--- src/rtl/mixcolumns_iter_if.sv ---
// rtl/mixcolumns_iter_if.sv - request/result bundle for the iterative MixColumns block
interface mixcolumns_iter_if;
  logic         start;
  logic         inv;
  logic [127:0] in;
  logic [127:0] key;
  logic         finish;
  logic         busy;
  logic [127:0] mixcolumns;

  modport master (
    output start, inv, in, key,
    input  finish, busy, mixcolumns
  );

  modport slave (
    input  start, inv, in, key,
    output finish, busy, mixcolumns
  );
endinterface

--- src/rtl/mixcolumns_iter.sv ---
// rtl/mixcolumns_iter.sv - AES (Inv)MixColumns plus round-key add, COLS_PER_CYCLE columns per edge
module mixcolumns_iter #(
  parameter int COLS_PER_CYCLE = 1,
  parameter bit INV_EN         = 1'b1
) (
  input  logic             clk,
  input  logic             rst_n,
  mixcolumns_iter_if.slave bus
);

  typedef enum logic [1:0] {IDLE, BUSY, DONE} state_t;

  localparam logic [1:0] STEP_W = 2'(COLS_PER_CYCLE);
  localparam logic [1:0] LAST_CNT = 2'(4 - COLS_PER_CYCLE);

  state_t       state;
  logic [1:0]   cnt;
  logic [127:0] cap_in;
  logic [127:0] cap_key;
  logic         cap_inv;
  logic [127:0] work;
  logic [127:0] work_next;
  logic [127:0] result;
  logic         finish_q;
  logic         busy_q;
  logic         use_inv;

  function automatic logic [7:0] xtime(input logic [7:0] b);
    return {b[6:0], 1'b0} ^ (b[7] ? 8'h1b : 8'h00);
  endfunction

  // Inverse coefficients built from x2/x4/x8: 9=8+1, 11=8+2+1, 13=8+4+1, 14=8+4+2.
  function automatic logic [31:0] mix_col(input logic [31:0] col, input logic inv_sel);
    logic [7:0]  a  [4];
    logic [7:0]  x2 [4];
    logic [7:0]  x4 [4];
    logic [7:0]  x8 [4];
    logic [31:0] r;
    r = 32'h0;
    for (int i = 0; i < 4; i++) begin
      a[i]  = col[8*i +: 8];
      x2[i] = xtime(a[i]);
      x4[i] = xtime(x2[i]);
      x8[i] = xtime(x4[i]);
    end
    for (int i = 0; i < 4; i++) begin
      if (inv_sel) begin
        r[8*i +: 8] = (x8[i] ^ x4[i] ^ x2[i])
                    ^ (x8[(i+1)%4] ^ x2[(i+1)%4] ^ a[(i+1)%4])
                    ^ (x8[(i+2)%4] ^ x4[(i+2)%4] ^ a[(i+2)%4])
                    ^ (x8[(i+3)%4] ^ a[(i+3)%4]);
      end else begin
        r[8*i +: 8] = x2[i] ^ x2[(i+1)%4] ^ a[(i+1)%4] ^ a[(i+2)%4] ^ a[(i+3)%4];
      end
    end
    return r;
  endfunction

  assign use_inv = INV_EN ? cap_inv : 1'b0;

  always_comb begin
    logic [1:0] idx;
    work_next = work;
    idx       = cnt;
    for (int k = 0; k < COLS_PER_CYCLE; k++) begin
      idx = cnt + 2'(k);
      work_next[{idx, 5'b0} +: 32] = mix_col(cap_in[{idx, 5'b0} +: 32], use_inv)
                                   ^ cap_key[{idx, 5'b0} +: 32];
    end
  end

  // result only moves on the completing edge, so aborted partial work never shows.
  always_ff @(posedge clk or negedge rst_n) begin
    if (!rst_n) begin
      state    <= IDLE;
      cnt      <= 2'd0;
      cap_in   <= 128'h0;
      cap_key  <= 128'h0;
      cap_inv  <= 1'b0;
      work     <= 128'h0;
      result   <= 128'h0;
      finish_q <= 1'b0;
      busy_q   <= 1'b0;
    end else begin
      case (state)
        IDLE: begin
          if (bus.start) begin
            cap_in  <= bus.in;
            cap_key <= bus.key;
            cap_inv <= bus.inv;
            cnt     <= 2'd0;
            state   <= BUSY;
            busy_q  <= 1'b1;
          end
        end
        BUSY: begin
          if (!bus.start) begin
            state  <= IDLE;
            busy_q <= 1'b0;
          end else begin
            work <= work_next;
            cnt  <= cnt + STEP_W;
            if (cnt == LAST_CNT) begin
              state    <= DONE;
              busy_q   <= 1'b0;
              finish_q <= 1'b1;
              result   <= work_next;
            end
          end
        end
        DONE: begin
          if (!bus.start) begin
            state    <= IDLE;
            finish_q <= 1'b0;
          end
        end
        default: begin
          state    <= IDLE;
          busy_q   <= 1'b0;
          finish_q <= 1'b0;
        end
      endcase
    end
  end

  assign bus.finish     = finish_q;
  assign bus.busy       = busy_q;
  assign bus.mixcolumns = result;

endmodule

--- src/flat_wrapper.sv ---
// flat-port wrapper written by rule: the top's interface ports become plain ports
module mixcolumns_iter_flat 
#(
  parameter int COLS_PER_CYCLE = 1,
  parameter bit INV_EN         = 1'b1
)
  (clk, rst_n, bus_start, bus_inv, bus_in, bus_key, bus_finish, bus_busy, bus_mixcolumns);
  mixcolumns_iter_if bus_i ();
  input  logic clk;
  input  logic rst_n;
  input wire logic [$bits(bus_i.start)-1:0] bus_start;
  input wire logic [$bits(bus_i.inv)-1:0] bus_inv;
  input wire logic [$bits(bus_i.in)-1:0] bus_in;
  input wire logic [$bits(bus_i.key)-1:0] bus_key;
  output wire logic [$bits(bus_i.finish)-1:0] bus_finish;
  output wire logic [$bits(bus_i.busy)-1:0] bus_busy;
  output wire logic [$bits(bus_i.mixcolumns)-1:0] bus_mixcolumns;
  assign bus_i.start = bus_start;
  assign bus_i.inv = bus_inv;
  assign bus_i.in = bus_in;
  assign bus_i.key = bus_key;
  assign bus_finish = bus_i.finish;
  assign bus_busy = bus_i.busy;
  assign bus_mixcolumns = bus_i.mixcolumns;
  mixcolumns_iter #(.COLS_PER_CYCLE(COLS_PER_CYCLE), .INV_EN(INV_EN)) u_core (.clk(clk), .rst_n(rst_n), .bus(bus_i));
endmodule
--- config.mk ---
export PLATFORM = sky130hd
export DESIGN_NAME = mixcolumns_iter_flat
export DESIGN_NICKNAME = d
export VERILOG_FILES = /design/src/rtl/mixcolumns_iter_if.sv /design/src/rtl/mixcolumns_iter.sv /design/src/flat_wrapper.sv
export SDC_FILE = /design/constraint.sdc
export NUM_CORES = 1
export LEC_CHECK = 0
export CAP_MARGIN = 20
export CORE_MARGIN = 1.5
export CORE_UTILIZATION = 30
export CTS_CLUSTER_DIAMETER = 80
export CTS_CLUSTER_SIZE = 14
export DETAILED_ROUTE_END_ITERATION = 7
export GPL_TIMING_DRIVEN = 0
export PLACE_DENSITY_LB_ADDON = 0.15
export SLEW_MARGIN = 20
export SYNTH_ARGS = -nofsm -noshare
export SYNTH_HDL_FRONTEND = slang
export SYNTH_SLANG_ARGS = --single-unit
--- constraint.sdc ---
create_clock -name clk -period 6.8 [get_ports clk]
set_input_delay 1.7 -clock clk [delete_from_list [all_inputs] [get_ports clk]]
set_output_delay 1.7 -clock clk [all_outputs]
set_load 0.005 [all_outputs]
==> results of run 1 <==
[final timing paths]
kind / to
setup / recovery: u_core.bus.mixcolumns[44]
hold / removal: u_core.work[4]
setup reg to reg: u_core.bus.mixcolumns[44]
hold reg to reg: u_core.work[4]
max in group asynchronous: u_core.cap_key[94]
min in group asynchronous: u_core.bus.mixcolumns[124]
[per-stage QoR]
step / power [mW] / setup slack [ns] / utilization [%] / hold slack [ns] / instance area (um2)
after global routing: 18.3 / 0.704 / 38.4 / 0.496 / 31400
final: 17.3 / 0.982 / 38.4 / 0.477 / 31400
after global placement: 14.7 / -19.27 / 36.6 / 0.455 / 29900
after floorplan: 10.6 / 3.14 / - / 0.442 / 24700
after detailed placement: 14.9 / 0.933 / 36.8 / 0.463 / 30100
after CTS: 17.4 / 0.881 / 38.3 / 0.478 / 31300
[flip-flops by register name, summed over array words and instances, names as in the netlist]
| signal | flops |
|---|---|
| u_core.cnt | 2 |
| u_core.state | 2 |
| u_core.work | 128 |
| u_core.cap_key | 128 |
| u_core.bus.busy | 1 |
| u_core.cap_in | 128 |
| u_core.cap_inv | 1 |
| u_core.bus.mixcolumns | 128 |
| u_core.bus.finish | 1 |
[logic make-up (layout without fill, tap and decap cells)]
kind of cell,count (synthesis),count (layout),share of synthesized area [%]
xor gates and xnor gates,253,253,11.2
buffers and inverters,153,606,2.64
muxes,332,332,18.0
other,0,2,0
and+or+nand+nor,370,370,6.39
AOI/OAI and AO/OA,339,339,8.85
DFF,519,519,52.6
adders and majority gates,6,6,0.304
[Yosys cell counts (3+ instances only)]
master     number
a21oi_1        57
a221o_1         4
a221oi_1       64
a22o_1         44
a2bb2oi_1       4
a31o_2          3
a31oi_1        13
and2_1          4
and3_1         41
buf_1           4
buf_2          19
buf_4           5
buf_6           3
clkbuf_1      109
dfrtp_1       519
ha_1            6
inv_1          12
mux2_2        257
mux2i_1        11
mux4_2         64
nand2_1       133
nand2b_1        5
nand3_1        14
nand3b_1        3
nand4_1         3
nor2_1        158
nor4_1          3
o21ai_0       123
o21ai_1        20
xnor2_1       150
xnor2_2        17
xnor2_4         4
xnor3_1        20
xor2_1         56
xor2_2          3
[metal layers]
layer | vias up | track usage (%) | wire, um
met5 | - | 0 | 216
met2 | 484 | 35.8 | 43600
li1 | 7854 | - | -
met1 | 9026 | 26.2 | 36300
met4 | 34 | 3.81 | 1540
met3 | 115 | 4.09 | 4500
[power groups by stage]
stage	clock, mW	sequential [mW]	combinational, mW
after floorplan	0	4.24	6.38
after CTS	2.50	4.33	10.6
after global placement	0	4.37	10.4
after global routing	2.60	4.42	11.3
after detailed placement	0	4.38	10.5
final	2.41	4.33	10.6
[tightest hold or removal path, delay by kind of cell, from the launching register on]
kind / cells / cell delay, ns
simple gates: 1 / 0.05
compound gates: 1 / 0.06
flops: 1 / 0.34
[final cells by class]
class / instances / area [um2]
Timing Repair Buffer: 395 / 4040
Inverter: 12 / 45.0
Clock buffer: 51 / 1180
Sequential cell: 519 / 13000
Multi-Input combinational cell: 1300 / 11100
Fill cell: 7998 / 50300
Tap cell: 1070 / 1340
Antenna cell: 2 / 5.00
Buffer: 141 / 606
Clock inverter: 7 / 78.8
==> impl_metrics.toml, run 1 <==
[setup_path]
cp.depth = 15
crit_fanout = 10
reg2reg_depth = 15
slowest_delay_ns = 0.64
critPathLaunchType = "flop"
timing.rr.start = "u_core.cnt[1]"
critPathLaunch = "u_core.cnt[1]"
cp_top_family = "buffers and inverters"
cp_common_cell = "buf_2"
path_cells = "buf_2 > buf_4 > buf_4 > buf_2 > buf_1 > buf_2 > inv_1 > ha_1 > inv_1 > nor4_1 > clkbuf_1 > nand3b_1 > mux2i_1 > o21ai_0 > nand2_1"
slowest_stage = "buf_1"
end_kind = "flop"
crit_buf_inv = 9
path_class = "flop to flop"
critPathArrivalTime_ns = 6.33
required_ns = 7.31
r2r_setup_slack_ns = 0.98

[cells_and_area]
fin_cells = 3497
drive_gt1_share_pct = 18.4
syn_to_final_growth_pct = 27.1
nets = 2680
mostFrequentLayoutCell = "dfrtp_1"
final_cell_mix = "dfrtp_1 (519), clkdlybuf4s50_1 (388), mux2_2 (257), nor2_1 (158), xnor2_1 (145)"

[global_routing]
first_global_vias = 18500
grt_usage_pct = 20.4
grt_max_degree = 97
grt_pass1_wl_um = 127000
globalRouteOverflowTotal = 0
grt_antenna_before_repair = 19

[run]
max-cap-violations = 0

[synth]
ys_seq_elements = 519
synth_top_area_share_pct = 52.6
ys_warn_count = 0
synthCells = 1972
avgSynthCellArea_um2 = 12.5
synthFlopType = "dfrtp_1"
netlist_top_cells_area = "dfrtp_1 (53%), mux2_2 (12%), mux4_2 (5.8%)"
syn-num-nets = 2238
async_reset_ff_share_pct = 100
synth_edf_count = 0
synth.distinct_cells = 48
synth.cell_area_mm2 = 0.0247
synth_top_area_cell = "dfrtp_1"
seq_area_frac_synth_pct = 52.6

[place]
place_congestion = 0.870
placed_cells = 3437
port_buffers = 389
post-dp-hpwl_um = 66000

[pwr]
p_sw_share_pct = 46.7
ir_drop_v = 0.000576
power.share.clock_pct = 13.9
p_int_mw = 9.23
p_leak_nw = 12.9
seqPwrFrac_pct = 25.0
power_switching_mw = 8.08
comb_power_share_pct = 61.1
power_density_mw_per_mm2 = 552

[cts]
htreeDepth = 2
clockBufferDepth = 3
path_clk_slew_ns = 0.07
post-cts-setup-buffer-count = 0
post_cts_resized = 0
cts_buffers = 45
clock_insertion_delay_worst_skew_ns = 0.60
clock_sinks = 519
root_buffer = "clkbuf_16"
cts_hold_buf = 0
tritoncts = "built"

[floorplan]
dieWidth_um = 290
io-pin-count = 390
initial_core_util_pct = 30.2
core_mm2 = 0.0817
std_cell_rows = 105
dieArea_mm2 = 0.0840
die_h_um = 290

[routing]
ant_nets = 0
vias_per_cell = 5.01
first_pass_iters = 6
dr_total_vias = 17500
drtIter0Drc = 1172
wire_per_inst_um = 24.6
wl_um = 86200
drc = 0

[sta]
rsz0062_at_grt = "false"
clock.fmax_ghz = 0.172
worst_slew_pin_slew_ns = 1.14
finalSetupViolCount = 0
post-route-period-util_pct = 85.6
final-max-slew-violation-count = 0
period_needed_ns = 5.82
setup_tns_ns = 0
finalHoldViolations = 0
relSlewSlack_pct = 23.5
clock_skew_ns = 0.0311

[hold_path]
worstHoldPathType = "flop to flop"
min_from = "u_core.work[4]"
hold_path_depth = 2

[run_status]
status = "finished, final reports clean"
(Power assumes the default switching activity.)
==> inputs of run 2 (changes only) <==
Settings changed: CORE_MARGIN 1.5 to unset, SETUP_SLACK_MARGIN set to 0.2, SKIP_LAST_GASP set to 1.
==> impl_metrics.toml, run 2 (synthesis results as in run 1) <==
[run_status]
status = "finished, final reports clean"

[routing]
wl_um = 86000
drc = 0
ant_nets = 0
vias_per_cell = 5.02
dr_total_vias = 17500
drtIter0Drc = 1084
wire_per_inst_um = 24.6
first_pass_iters = 5

[cells_and_area]
fin_cells = 3489
fillers = 7850
nets = 2679
syn_to_final_growth_pct = 27.3
drive_gt1_share_pct = 18.4
seqCellArea_mm2 = 0.0130
multi_input_area_mm2 = 0.0111
final_cell_mix = "dfrtp_1 (519), clkdlybuf4s50_1 (388), mux2_2 (257), nor2_1 (158), xnor2_1 (146)"
final_core_util_pct = 38.8
mostFrequentLayoutCell = "dfrtp_1"

[sta]
finalSetupViolCount = 0
final-max-slew-violation-count = 0
period_needed_ns = 5.67
relSlewSlack_pct = 24.4
worst_slew_pin_slew_ns = 1.13
post-route-period-util_pct = 83.5
clock.fmax_ghz = 0.176
setup_tns_ns = 0
clock_skew_ns = 0.0362
rsz0062_at_grt = "false"
finalHoldViolations = 0

[global_routing]
first_global_vias = 18600
grt_max_degree = 100
globalRouteOverflowTotal = 0
grt_pass1_wl_um = 126000
grt_usage_pct = 20.7
grt_antenna_before_repair = 20

[cts]
clockBufferDepth = 3
post-cts-setup-buffer-count = 0
tritoncts = "built"
post_cts_resized = 0
root_buffer = "clkbuf_16"
cts_buffers = 45
cts_hold_buf = 0
path_clk_slew_ns = 0.07
clock_sinks = 519
clock_insertion_delay_worst_skew_ns = 0.60
htreeDepth = 2

[pwr]
p_int_mw = 9.30
power.share.clock_pct = 14.5
power_switching_mw = 7.99
p_sw_share_pct = 46.2
seqPwrFrac_pct = 24.9
p_leak_nw = 13.0
ir_drop_v = 0.000662
power_density_mw_per_mm2 = 551
comb_power_share_pct = 60.6

[setup_path]
r2r_setup_slack_ns = 1.13
crit_fanout = 10
critPathLaunchType = "flop"
crit_buf_inv = 9
slowest_stage = "buf_1"
reg2reg_depth = 15
cp_top_family = "buffers and inverters"
end_kind = "flop"
critPathArrivalTime_ns = 6.18
required_ns = 7.31
endpoint = "u_core.bus.mixcolumns[44]"
path_cells = "buf_2 > buf_4 > buf_4 > buf_2 > buf_1 > buf_2 > inv_1 > ha_1 > inv_1 > nor4_1 > clkbuf_1 > nand3_1 > mux2i_1 > o21ai_0 > nand2_1"
path_class = "flop to flop"
cp.depth = 15
critPathLaunch = "u_core.cnt[1]"
r2r_end = "u_core.bus.mixcolumns[44]"
cp_common_cell = "buf_2"
slowest_delay_ns = 0.64
timing.rr.start = "u_core.cnt[1]"

[floorplan]
dieWidth_um = 289
io-pin-count = 390
dieArea_mm2 = 0.0834
initial_core_util_pct = 30.5
std_cell_rows = 104
die_h_um = 289
core_mm2 = 0.0809

[hold_path]
worstHoldPathType = "flop to flop"

[place]
placed_cells = 3426
post-dp-hpwl_um = 65800
port_buffers = 389
place_congestion = 0.884

[run]
max-cap-violations = 0
run 2: cell types whose count changed in the layout (fill, tap and decap cells not counted), sizes merged:
cell,previous run,this run
diode,2,6
bufinv,0,2
buf,39,38
clkinvlp,1,2
clkbuf,160,159
inv,17,14
run 2: worst register-to-register path, delay by kind of cell (launching register included):
kind                       cells  cell delay, ns
DFF                            1            0.51
AOI/OAI and AO/OA              1            0.23
muxes                          1            0.16
buffers and inverters          9            3.48
and+or+nand+nor                3            0.81
adders and majority gates      1            0.40
run 2: power groups by stage:
stage          logic, mW  clock network, mW  registers [mW]
2_1_floorplan       6.38                  0            4.24
3_3_place_gp        10.3                  0            4.35
3_5_place_dp        10.4                  0            4.37
4_1_cts             10.4               2.59            4.31
5_1_grt             11.1               2.70            4.40
6_report            10.5               2.51            4.31
run 2: cell type report:
cell class                      count  area share [%]
Clock buffer                       50            3.84
Sequential cell                   519            41.3
Buffer                            141            1.93
Inverter                           12           0.143
Timing Repair Buffer              394            12.9
Multi-Input combinational cell   1300            35.3
Antenna cell                        6          0.0478
Clock inverter                      7           0.347
Tap cell                         1060            4.22
run 2: worst min path at each step:
stage,startpoint,endpoint,cells after the start
detailed placement,u_core.work[29],u_core.work[29],2
global placement,u_core.work[20],u_core.work[20],2
floorplan,u_core.work[100],u_core.work[100],2
global route,u_core.work[60],u_core.work[60],2
finish,u_core.work[29],u_core.work[29],2
CTS,u_core.work[29],u_core.work[29],2
run 2: per-stage QoR:
step	total power [mW]	hold slack [ns]	cell area [um2]	setup slack (ns)
final	17.3	0.473	31400	1.13
after global routing	18.2	0.495	31400	0.759
after CTS	17.3	0.477	31400	1.02
after detailed placement	14.8	0.462	30000	1.06
after global placement	14.7	0.454	29900	-19.21
after floorplan	10.6	0.442	24700	3.14
run 2: layer usage:
metal  GRT usage (%)  routed length, um  vias up
met2            35.6              43200      495
li1                -                  -     7870
met4            4.62               1610       28
met5               0                190        -
met3            3.89               4680      110
met1            26.8              36300     9028
==> edit 1, RTL diff (config.mk and constraints of run 1) <==
Encoding of `state_t`: now one-hot (3 bits for 3 states).
--- a/src/rtl/mixcolumns_iter.sv
+++ b/src/rtl/mixcolumns_iter.sv
@@ -9,5 +9,5 @@
 );
 
-  typedef enum logic [1:0] {IDLE, BUSY, DONE} state_t;
+  typedef enum logic [2:0] {IDLE = 3'b001, BUSY = 3'b010, DONE = 3'b100} state_t;
 
   localparam logic [1:0] STEP_W = 2'(COLS_PER_CYCLE);
Behaviour: no difference found for any inputs over 4 cycles, from zero or initial values and one cycle with rst_n low; so few cycles prove little.
==> edit 1 against run 1 <==
Critical path depth shrank 2. Utilization grew 0.37 points. Setup slack gained 0.29 ns. Wire length grew 3.8%. Critical path type unchanged. Design area is essentially flat. First-iteration DRC count grew 21%. Synthesized cell count grew 25%. Sequential power shrank 7.4%. Area after synthesis is essentially flat. Total power grew 5.2%. Sequential cell count grew 1.
==> edit 1: results (changes against run 1) <==
Outcome
  • Status: finished clean

Worst setup path
  • Worst Reg-to-Reg Cells: 13 (-2)
  • R2r setup slk: 1.27 ns (+0.29 ns)

Power
  • Leakage Power: 14.5 nW (+12%)
  • Clock share of power: 13.0% (-0.9 points)
  • Int Power: 9.27 mW (+0.45%)
  • Logic gate share of total power: 64.9% (+3.8 points)

Global routing
  • Met1 Usage GRT: 27.7% (+1.5 points)
  • Met3 GRT Util: 2.57% (-1.5 points)
  • Initial antenna violation count: 2 (-17)
  • Grt met2 use: 36.9% (+1.1 points)
  • Pin count of the biggest net entering global routing: 99 (+2.1%)
  • First-pass GRT wire length: 132000 µm (+3.9%)
  • Vias in the first global route: 20532 (+11%)

Final layout
  • Share of cells above drive strength 1: 6.08% (-12 points)
  • Final nets: 3183 (+19%)

Yosys
  • Most common library cells after synthesis: 898 x nand2_1, 519 x dfrtp_1, 154 x nor2_1, 141 x xnor2_1, 132 x o21ai_0
  • Syn_nets: 2739 (+22%)
  • Synth cell types: 45 (-6.3%)
  • Synth area leaders: dfrtp_1 53%, nand2_1 14%, mux4_2 5.2%
  • Post-synthesis sequential area ratio: 52.8% (+0.13 points)

Detailed routing
  • DR pass1 iterations: 7 (+1)
  • Met1 Routed Length: 38200 µm (+5.1%)
  • DRT iter0 DRCs: 1418 (+21%)
  • Met2 WL post-DR: 44700 µm (+2.5%)
  • Wire per inst: 22.4 µm (-8.9%)
  • DR WL met3: 4290 µm (-4.6%)

Clock tree
  • Num CTS Buffers: 44 (-2.2%)

Placed design
  • GPL Wtd Cong: 0.857 (-1.5%)
  • Placed instance area: 30100 µm² (about the same)
  • Setup WS pre-CTS: 1.27 ns (+0.336 ns)

Worst hold path
  • Critical hold path startpoint: u_core.cap_in[56]

STA
  • Final min period: 5.53 ns (-0.288 ns)
  • Slew headroom: 24.8% (+1.3 points)
  • Setup Skew: 0.0326 ns (+0.00150 ns)
==> edit 1: changes by cell type after synthesis, moves of 14 or more <==
| cell | change |
|---|---|
| a21oi_1 | +15 |
| mux2_2 | -257 |
| a222oi_1 | +16 |
| clkbuf_1 | +14 |
| nand2_1 | +765 |
==> edit 1: metrics by stage <==
step	instances	hold WS (ns)	power [mW]	setup TNS, ns
6_report	3986	0.467	18.2	0
5_1_grt	3986	0.488	19.2	0
4_1_cts	3985	0.472	18.1	0
3_5_place_dp	3930	0.456	15.7	0
3_3_place_gp	3922	0.453	15.5	-9802.92
2_1_floorplan	2473	0.437	11.5	0
==> edit 1: layout make-up <==
type                    count  area (µm²)
fillers                  8117       49600
flip-flops and latches    520       13000
multi-input cells        1789       11000
repair buffers            398        4060
well taps                1060        1330
clock buffers              50        1180
plain buffers             156         688
clock inverters             5        41.3
inverters                   8        30.0
==> edit 1: worst max-delay path, stage by stage, from the launching register on <==
cell,delay [ns]
dfrtp_1,0.54
buf_4,0.33
buf_4,0.27
buf_2,0.41
buf_1,0.72
clkbuf_1,0.81
inv_1,0.23
ha_1,0.40
inv_1,0.15
or4_1,0.50
buf_4,0.20
nor2_1,0.22
clkbuf_1,0.43
a22o_1,0.21
==> edit 1: kinds of logic after synthesis <==
group           count (synthesis)  share of synthesized area, %
compound gates                352                          9.25
xor+xnor                      249                          11.0
fa+ha+maj                       6                         0.304
buf+inv                       164                          2.91
flops                         520                          52.8
mux                            71                          6.23
simple gates                 1111                          17.5
==> edit 1: worst paths after layout <==
check,to
max reg2reg,u_core.work[89]
min in group asynchronous,u_core.bus.mixcolumns[51]
max in group asynchronous,u_core.cap_key[106]
max,u_core.work[89]
min reg2reg,u_core.cap_in[56]
min,u_core.cap_in[56]
==> edit 2, RTL diff (flow settings as in run 1) <==
Without the edit above. `INV_EN` is set to 1'b1 in 2 places; all go to 1'b0.
--- a/src/rtl/mixcolumns_iter.sv
+++ b/src/rtl/mixcolumns_iter.sv
@@ -2,5 +2,5 @@
 module mixcolumns_iter #(
   parameter int COLS_PER_CYCLE = 1,
-  parameter bit INV_EN         = 1'b1
+  parameter bit INV_EN         = 1'b0
 ) (
   input  logic             clk,
--- a/src/flat_wrapper.sv
+++ b/src/flat_wrapper.sv
@@ -3,5 +3,5 @@
 #(
   parameter int COLS_PER_CYCLE = 1,
-  parameter bit INV_EN         = 1'b1
+  parameter bit INV_EN         = 1'b0
 )
   (clk, rst_n, bus_start, bus_inv, bus_in, bus_key, bus_finish, bus_busy, bus_mixcolumns);
Check against the original RTL: same outputs for any inputs over 4 cycles, from zero or initial values and one cycle with rst_n low; that may be too few to reach the edited logic, so the function may still have changed.
==> edit 2 against run 1 <==
Non-clock buffer count decreased by 24. Wire length decreased by 7.8%. Total power decreased by 28%. Area after synthesis decreased by 6.8%. Setup slack improved by 1.4 ns. Sequential cell count decreased by 1. Via count decreased by 7.3%. Design area decreased by 5.8%. Largest power group unchanged.
==> edit 2: results (changes against run 1) <==
Outcome
  • Status: finished clean

Floorplan
  • Die footprint: 78300 µm² (-6.8%)

Global routing
  • Grt met2 use: 35.4% (-0.36 points)
  • Vias in the first global route: 16970 (-8.1%)
  • Initial antenna violation count: 26 (+7)
  • Met3 GRT Util: 4.55% (+0.46 points)
  • Met1 Usage GRT: 25.1% (-1.0 points)

Final layout
  • Layout fillers: 7356 (-8.0%)
  • NonClk Buf Share: 15.5% (+0.67 points)
  • Logic inverters: 7 (-5)
  • Multi-input comb cells: 1175 (-9.6%)
  • Area of the multi-input gates: 9470 µm² (-15%)
  • Fraction of area in multi-input gates: 32.0% (-3.3 points)
  • Register area: 13000 µm² (-0.19%)
  • Clkbuf count: 49 (-3.9%)
  • Non-clock buffers: 512 (-4.5%)
  • Clock Network Area Fraction: 4.05% (+0.044 points)
  • Final nets: 2524 (-5.8%)

Power
  • Pwr Total: 12.5 mW (-28%)
  • Logic gate share of total power: 47.4% (-14 points)
  • Sw power: 5.24 mW (-35%)
  • Leakage Power: 12.0 nW (-7.1%)

Detailed routing
  • Met2 WL post-DR: 40400 µm (-7.4%)
  • DR pass1 iterations: 5 (-1)
  • Met1 Routed Length: 32500 µm (-11%)
  • DR WL met3: 4650 µm (+3.4%)

Worst setup path
  • CP max stage cell: clkbuf_1
  • R2r setup slk: 2.50 ns (+1.52 ns)
  • RR Endpoint: u_core.work[105]
  • Worst Reg-to-Reg Cells: 10 (-5)

Yosys
  • Syn Inst Count: 1819 (-7.8%)
  • Most common library cells after synthesis: 518 x dfrtp_1, 256 x mux2_2, 184 x nand2_1, 179 x nor2_1, 168 x o21ai_0
  • Post-synthesis sequential area ratio: 56.4% (+3.8 points)
  • Synth Area in XOR/XNOR: 6.56% (-4.6 points)
  • Compound-Gate Fraction of Synth Area: 8.84% (-0.013 points)
  • Post-synthesis register bit count: 518 (-0.19%)
  • Adder-cell share of the synthesized area: 0.327% (+0.022 points)

Placed design
  • Placed wire-length estimate: 61400 µm (-7.0%)
  • GPL Wtd Cong: 0.840 (-3.4%)
  • IO Port Bufs: 388 (-0.26%)
  • Placed insts: 3242 (-5.7%)

Clock tree
  • Num CTS Buffers: 44 (-2.2%)

STA
  • Setup Skew: 0.0340 ns (+0.00284 ns)
  • Worst slew pin tran: 1.12 ns (-0.0147 ns)

Worst hold path
  • Critical hold path startpoint: u_core.work[94]
==> edit 2: changes by cell type after synthesis, sizes merged, moves of 11 or more <==
| cell | run 1 | this run |
|---|---|---|
| nand2 | 133 | 184 |
| nor2 | 158 | 179 |
| a31oi | 13 | 1 |
| a21oi | 58 | 45 |
| a22o | 44 | 20 |
| buf | 32 | 20 |
| clkbuf | 109 | 97 |
| mux2i | 11 | 0 |
| and3 | 41 | 1 |
| o21ai | 143 | 175 |
| a2bb2oi | 4 | 20 |
| xnor2 | 171 | 73 |
==> edit 2: worst max path at each step <==
stage	cells after the start	endpoint	start	slack [ns]
after global placement	1	u_core.cap_key[106]	rst_n	-19.32
after floorplan	7	u_core.bus.mixcolumns[37]	bus_start	3.41
after CTS	6	u_core.cap_key[111]	bus_start	2.35
after detailed placement	6	u_core.cap_key[111]	bus_start	1.79
final	6	u_core.cap_key[111]	bus_start	2.36
after global routing	10	u_core.work[43]	u_core.cnt[1]	2.14
